<file path="src/rtl/register_file_pkg.sv">
// register_file_pkg: shared encodings for the register file.
//   fun_sel_e - register operation codes carried on FunSel
//   reg_sel_e - 3-bit source select codes for OutASel / OutBSel
package register_file_pkg;

  localparam int unsigned DATA_W   = 32;
  localparam int unsigned NUM_REGS = 8;

  typedef enum logic [2:0] {
    DEC   = 3'b000,
    INC   = 3'b001,
    LOAD  = 3'b010,
    CLR   = 3'b011,
    LDB_Z = 3'b100,
    LDH_K = 3'b101,
    SHB   = 3'b110,
    LDH_S = 3'b111
  } fun_sel_e;

  typedef enum logic [2:0] {
    SEL_R1 = 3'b000,
    SEL_R2 = 3'b001,
    SEL_R3 = 3'b010,
    SEL_R4 = 3'b011,
    SEL_S1 = 3'b100,
    SEL_S2 = 3'b101,
    SEL_S3 = 3'b110,
    SEL_S4 = 3'b111
  } reg_sel_e;

endpackage

</file>
<file path="src/rtl/register32.sv">
// register32: one 32-bit storage element with a small operation set.
//   Clock  - rising-edge clock
//   Reset  - synchronous active-high clear, overrides E
//   E      - operation enable; when low the register holds
//   FunSel - operation code (fun_sel_e)
//   I      - write data
//   Q      - current register contents
module register32
  import register_file_pkg::*;
(
  input  logic                Clock,
  input  logic                Reset,
  input  logic                E,
  input  logic [2:0]          FunSel,
  input  logic [DATA_W-1:0]   I,
  output logic [DATA_W-1:0]   Q
);

  always_ff @(posedge Clock) begin
    if (Reset) begin
      Q <= '0;
    end else if (E) begin
      case (fun_sel_e'(FunSel))
        DEC:   Q <= Q - 32'd1;
        INC:   Q <= Q + 32'd1;
        LOAD:  Q <= I;
        CLR:   Q <= '0;
        LDB_Z: Q <= {24'b0, I[7:0]};
        LDH_K: Q <= {Q[31:16], I[15:0]};
        SHB:   Q <= {Q[23:0], I[7:0]};
        LDH_S: Q <= {{16{I[15]}}, I[15:0]};
      endcase
    end
  end

endmodule

</file>
<file path="src/rtl/register_file.sv">
// register_file: four general (R1-R4) and four scratch (S1-S4) 32-bit
// registers with two independent combinational read ports.
//   Clock, Reset     - clock and synchronous active-high reset
//   I                - write data
//   OutASel, OutBSel - read selects (000..011 = R1..R4, 100..111 = S1..S4)
//   FunSel           - operation applied to every enabled register
//   RegSel, ScrSel   - per-register enables (bit0 = R1/S1)
//   OutA, OutB       - selected register contents
module register_file
  import register_file_pkg::*;
(
  input  logic                Clock,
  input  logic                Reset,
  input  logic [DATA_W-1:0]   I,
  input  logic [2:0]          OutASel,
  input  logic [2:0]          OutBSel,
  input  logic [2:0]          FunSel,
  input  logic [3:0]          RegSel,
  input  logic [3:0]          ScrSel,
  output logic [DATA_W-1:0]   OutA,
  output logic [DATA_W-1:0]   OutB
);

  // Enable index matches the read select code, so one array serves both.
  logic [NUM_REGS-1:0] en;
  logic [DATA_W-1:0]   q [NUM_REGS];

  assign en = {ScrSel, RegSel};

  for (genvar k = 0; k < NUM_REGS; k++) begin : g_reg
    register32 u_reg (
      .Clock  (Clock),
      .Reset  (Reset),
      .E      (en[k]),
      .FunSel (FunSel),
      .I      (I),
      .Q      (q[k])
    );
  end

  always_comb begin
    OutA = q[OutASel];
    OutB = q[OutBSel];
  end

endmodule
</file>
<file path="config.mk">
export PLATFORM = sky130hd
export DESIGN_NAME = register_file
export DESIGN_NICKNAME = d
export VERILOG_FILES = /design/src/rtl/register_file_pkg.sv /design/src/rtl/register32.sv /design/src/rtl/register_file.sv
export SDC_FILE = /design/constraint.sdc
export NUM_CORES = 1
export LEC_CHECK = 0
export ABC_CLOCK_PERIOD_IN_PS = 14100
export CAP_MARGIN = 15
export CELL_PAD_IN_SITES_DETAIL_PLACEMENT = 1
export CELL_PAD_IN_SITES_GLOBAL_PLACEMENT = 1
export CORE_ASPECT_RATIO = 0.6
export CORE_MARGIN = 3
export CORE_UTILIZATION = 28
export CTS_BUF_LIST = sky130_fd_sc_hd__clkbuf_2
export CTS_CLUSTER_SIZE = 28
export DETAILED_ROUTE_END_ITERATION = 12
export DONT_BUFFER_PORTS = 1
export PLACE_DENSITY = 0.52
export REMOVE_ABC_BUFFERS = 1
export SYNTH_ARGS = -nofsm -noshare
export SYNTH_HDL_FRONTEND = slang
export SYNTH_SLANG_ARGS = --single-unit
export TNS_END_PERCENT = 100
</file>
<file path="constraint.sdc">
create_clock -name Clock -period 14.1 [get_ports Clock]
set_input_delay 3.525 -clock Clock [delete_from_list [all_inputs] [get_ports Clock]]
set_output_delay 3.525 -clock Clock [all_outputs]
set_load 0.02 [all_outputs]
</file>
======== After elaboration in Yosys (flattened, before gate mapping) ========
Cells that the tools add are included.
storage, ports and cells
  word-level logic and storage cells ...... 67
  output and inout bits ................... 64
  memories ................................ 0
  memory bits (read-only) ................. 0
  input bits .............................. 51
  register bits after elaboration ......... 256
  memory bits (writable) .................. 0
  bits in latches ......................... 0
cells by class
  equal/unequal tests ..................... 7
  div/mod/pow operators ................... 0
  bitwise operators ....................... 3
  magnitude comparators ................... 2
  shifts and indexed selects .............. 0
  $mul .................................... 0
  muxes and demuxes ....................... 14
  reduce and logical (&&, ||, !) cells .... 9
  add/subtract/negate cells ............... 16
operators by type and width
  kind                                                      number
  one-hot mux 32 bit (8 select lines)                       8
  adder 32 x 1 -> 32 bit, second input constant             8
  subtractor 32 x 1 -> 32 bit, second input constant        8
  binary-select mux 32 bit (select 3 bit)                   2
  2-to-1 mux 32 bit                                         4
  AND reduction 2 bit                                       8
  equality test 3 bit, second input constant                4
  greater-or-equal comparator 4 bit, second input constant  2
  inverter 3 -> 4 bit                                       2
  equality test 3 x 2 -> 1 bit, second input constant       2
  equality test 3 x 1 -> 1 bit, second input constant       1
  logical NOT 3 bit                                         1
  inverter 1 bit                                            1

======== Depth between registers and ports, before layout ========
  depth in word-level cells ............... 4
  mapped depth ............................ 18
  gate-level depth less buffers ........... 14

======== Modules after synthesis ========
From an unflattened synthesis, not the netlist that was laid out.
second synthesis, totals
  cell total of the unflattened synthesis .. 3996
  area, all modules ....................... 32218.4 um2
by module, submodules not included
  module                            area each (um2)  seq. area each (um2)  cells an instance  instances
  register32 at g_reg[5].u_reg ...  3599.7           640.6                 480                3
  register32 at g_reg[1].u_reg ...  3216.8           640.6                 429                2
  register_file                     4159.0           0.0                   228                1
  register32 at g_reg[4].u_reg      3732.3           640.6                 508                1
  register32 at g_reg[3].u_reg      3702.3           640.6                 511                1
  register32 at g_reg[0].u_reg      3392.0           640.6                 451                1

======== Worst setup path after synthesis ========
OpenSTA, ideal clock, no wires.
  kind .................................... in2reg
  from .................................... in FunSel[2]
  to ...................................... reg g_reg[5].u_reg.Q[28]
  library setup time ...................... 124 ps
  stages on the path ...................... 18
  slack ................................... 861 ps
  data arrival time ....................... 13114 ps
  data required time ...................... 13976 ps
  buffers on the path ..................... 4
  cells stage by stage .................... clkbuf_1 nor2_1 clkbuf_1 clkbuf_1 buf_1 nand2_1 inv_1 fa_1 nand2b_1 a21oi_1 o21ai_1 o21ai_1 o21ai_1 a41o_1 o21ai_1 nand4_1 and3_1 a2111o_1
between the ends
  longest elaborated chain between the ends .. 3
  elaborated cells on any way between the ends .. 11
  classes of those cells .................. eq/ne: 7; mux: 1; bitwise: 1; reduce/logical: 2
RTL lines
  what                                                                                         RTL line             source
  start: declaration                                                                           register_file.sv:17  input logic [2:0] FunSel,
  parallel branches: the longest is 3 deep, another holds one-hot mux 32 bit (8 select lines)  n/a
  end signal: assignment                                                                       register32.sv:24     DEC: Q <= Q - 32'd1;
  end signal: assignment                                                                       register32.sv:25     INC: Q <= Q + 32'd1;
  end signal: assignment                                                                       register32.sv:28     LDB_Z: Q <= {24'b0, I[7:0]};
  end: declaration                                                                             register32.sv:16     output logic [DATA_W-1:0] Q
Parallel ways; which one is timed is not known.
A chain may end at the register's enable or synchronous reset.

======== Worst setup path after layout ========
  from .................................... in OutASel[1]
  to ...................................... out OutA[7]
between the ends
  longest elaborated chain between the ends .. 4
RTL lines
  what                                                   RTL line             source
  start: declaration                                     register_file.sv:15  input logic [2:0] OutASel,
  inverter 3 -> 4 bit (implied by the code)              register_file.sv:42  OutA = q[OutASel];
  binary-select mux 32 bit (select 3 bit)                register_file.sv:42
  2-to-1 mux 32 bit (implied by the code) (2 in series)  register_file.sv:42
  end: declaration                                       register_file.sv:20  output logic [DATA_W-1:0] OutA,
No other way between the ends. The select of a mux whose other input is x is not followed.

==> impl_metrics.ini <==
[outcome]
status = finished, final reports clean

[floorplanning]
dieArea_sq_um = 103800
core_area_sq_um = 98660
die_w_um = 413.9
io_pins = 115
fp.dieH_um = 250.7
initial_utilization_pct = 28.33
rows = 89

[drt]
drc = 0
post_drt_wl_per_cell_um = 28.97
finalWirelength_mm = 136.0
drtAntennaViolNets = 0
drtIter0Drc = 2919
avgViaCountPerCell = 6.028
num_vias = 28310
drt_pass1_iterations = 6

[grt]
grt_pass1_vias = 27890
grt_remaining_overflow = 0
grt_max_degree = 189
antenna_found_initial = 13
grt_first_pass_wirelength_mm = 197.1
track_usage_pct = 25.59

[synthesis]
synth.distinct_cells = 78
seq_area_frac_synth_pct = 18.34
synth_area_leaders = dfxtp_1, ha_1, mux4_2, a21oi_1, a211oi_1
synth_flop_cell = dfxtp_1
netlist.area_leader.share_pct = 18.34
syn-cell-area_sq_um = 27950
syn_area_per_cell_sq_um = 8.158
yosysWarnings = 0
yosys.area.top_type = dfxtp_1
synth-edff-count = 0
async_flop_share_pct = 0
syn_inst = 3426
ys_ff_latch = 256

[timing]
max_freq_mhz = 123.5
relSlewSlack_pct = 10.56
holdWs_ns = 0.5656
finalCritPeriodShare_pct = 57.41
worst_pin_slew_ns = 1.342
fin_skew_ns = 0.1088
setup_violations = 0
tns_ns = 0
rsz0062_at_grt = false
maxSlewViolCount = 0
hold_viol_final = 0
layout_min_cycle_time_ns = 8.095

[clock_network]
cts.clk_slew.worst_paths_ns = 0.11
cts_sinks = 256
cts_max_level = 3
clock_latency_ns = 1.29
cts_resized = 0
cts_tree = done
clockBufferDepth = 3
clockRootBuffer = clkbuf_2
cts_setup_buffers = 0
cts_made_buffers = 80
postCtsHoldBufs = 0

[hold_path]
hp-start = g_reg[6].u_reg.Q[10]
worstHoldPathType = register to register

[finish]
largest_register_ffs = 256
final_net_count = 3626
layout-drive-gt1-share_pct = 11.34
largest-register = g.u_reg.Q
reg_top3 = g.u_reg.Q x256
area_growth_pct = 6.540

[critical_path]
end_kind = primary output
crit_buf_inv = 0
critPathMaxStageDelay_ns = 0.58
crit_chain = mux4_2 -> mux2_2
worstSetupPathType = primary input to primary output
cpMaxStageDelayCell = mux4_2
worstPathMaxFanout = 64
start_kind = primary input
path_delay_family = multiplexers
crit_start = OutASel[1]
worstReg2RegStart = g_reg[5].u_reg.Q[0]
critical_path_required_ns = 10.57
arrival_ns = 4.57

[placement]
portBuffers = 0
gp_congestion = 0.9214
dp_hpwl_mm = 101.4

[power_and_ir_drop]
cellInternalPower_uw = 1700
swShare_pct = 46.83
pwr-share-comb_pct = 48.2
p_leak_uw = 0.01209
clkPwrFrac_pct = 21.4
irDropWorstVdd_mv = 0.05548
powerDensity_nw_per_um2 = 107.3
seq_power_share_pct = 30.4
switchingPower_uw = 1497

[job]
max_cap_viol_count = 0
power groups by stage:
stage                     Clock, uW  Sequential [uW]  Combinational (uW)
final                           684              971                1540
after CTS                       713              960                1520
after floorplan                   0              862                1160
after global routing            747              972                1690
after global placement            0              978                1520
after detailed placement          0              977                1510
cells in the final DEF, fill, tap and decap left out, types with 23 or more instances in the layout:
| master | Yosys | routed |
|---|---|---|
| nor3_1 | 55 | 55 |
| nand3_1 | 64 | 64 |
| a21o_1 | 162 | 162 |
| mux2i_1 | 23 | 23 |
| mux4_2 | 128 | 128 |
| nor2b_1 | 33 | 28 |
| nand4_1 | 36 | 36 |
| xor2_1 | 76 | 76 |
| o21a_1 | 36 | 36 |
| o21ai_0 | 202 | 202 |
| nor2_1 | 301 | 300 |
| xnor2_1 | 125 | 125 |
| a31oi_1 | 50 | 50 |
| clkbuf_2 | 0 | 116 |
| nand2b_1 | 31 | 31 |
| ha_1 | 264 | 264 |
| o22ai_1 | 37 | 37 |
| and3_1 | 29 | 28 |
| nand2_1 | 224 | 223 |
| a211oi_1 | 162 | 162 |
| a21oi_1 | 376 | 374 |
| mux2_2 | 64 | 64 |
| and2_1 | 24 | 24 |
| a221oi_1 | 70 | 70 |
| o21bai_1 | 31 | 31 |
| buf_4 | 0 | 27 |
| inv_1 | 69 | 68 |
| dfxtp_1 | 256 | 256 |
Yosys cell counts (31+ instances only):
library cell / n
a211oi_1: 162
a21o_1: 162
a21oi_1: 376
a221oi_1: 70
a31oi_1: 50
clkbuf_1: 208
dfxtp_1: 256
ha_1: 264
inv_1: 69
mux2_2: 64
mux4_2: 128
nand2_1: 224
nand2b_1: 31
nand3_1: 64
nand4_1: 36
nor2_1: 301
nor2b_1: 33
nor3_1: 55
o21a_1: 36
o21ai_0: 202
o21bai_1: 31
o22ai_1: 37
xnor2_1: 125
xor2_1: 76
layer usage:
layer / vias up / GRT usage (%) / share of wire [%] / wire length (um)
met1: 14160 / 37.79 / 48 / 65070
met3: 184 / 8.322 / 9.7 / 13240
met5: - / 0 / 0 / 0
met4: 0 / 5.955 / 2.2 / 3047
li1: 12950 / - / - / -
met2: 1012 / 35.54 / 40 / 54680
final cells by class:
cell class	count	area [sq um]
Fill cell	11870	68880
Antenna cell	16	40.04
Clock buffer	116	580.6
Sequential cell	256	5125
Multi-Input combinational cell	2867	21730
Clock inverter	24	156.4
Tap cell	1319	1650
Inverter	69	259.0
Timing Repair Buffer	29	234.0
stage by stage:
stage	std cells	utilization [%]	total power, uW	worst slack, ns	area (sq um)
after detailed placement	4539	29.38	2490	5.548	28990
after global routing	4690	30.17	3412	6.046	29760
after CTS	4679	30.13	3198	6.067	29730
final	4696	30.18	3196	6.005	29780
after global placement	4539	29.38	2502	5.583	28990
after floorplan	3192	-	2026	-8.477	27070
worst min-delay path: stages (launching register included):
cell and delay [ns]:
dfxtp_1 0.37, nor2_1 0.10, a211oi_1 0.05
path summary, 6_finish.rpt:
path / to / slack [ns] / cells past startpoint
worst max-delay path: OutA[7] / 6.01 / 2
worst min-delay path: g_reg[6].u_reg.Q[10] / 0.57 / 2
worst max register to register: g_reg[5].u_reg.Q[28] / 10.50 / 12
worst min register to register: g_reg[6].u_reg.Q[10] / 0.57 / 2
logic make-up (layout without fill, tap and decap cells):
logic type | after synthesis | after routing | synth area share, %
buffers and inverters | 303 | 238 | 4.069
DFF | 256 | 256 | 18.34
muxes | 215 | 215 | 13.72
AOI/OAI and AO/OA | 1325 | 1325 | 31.13
adders and majority gates | 272 | 272 | 12.39
xor gates and xnor gates | 201 | 201 | 6.298
and+or+nand+nor | 854 | 854 | 14.06
other | 0 | 16 | 0
Power figures use the tool's default switching activity.
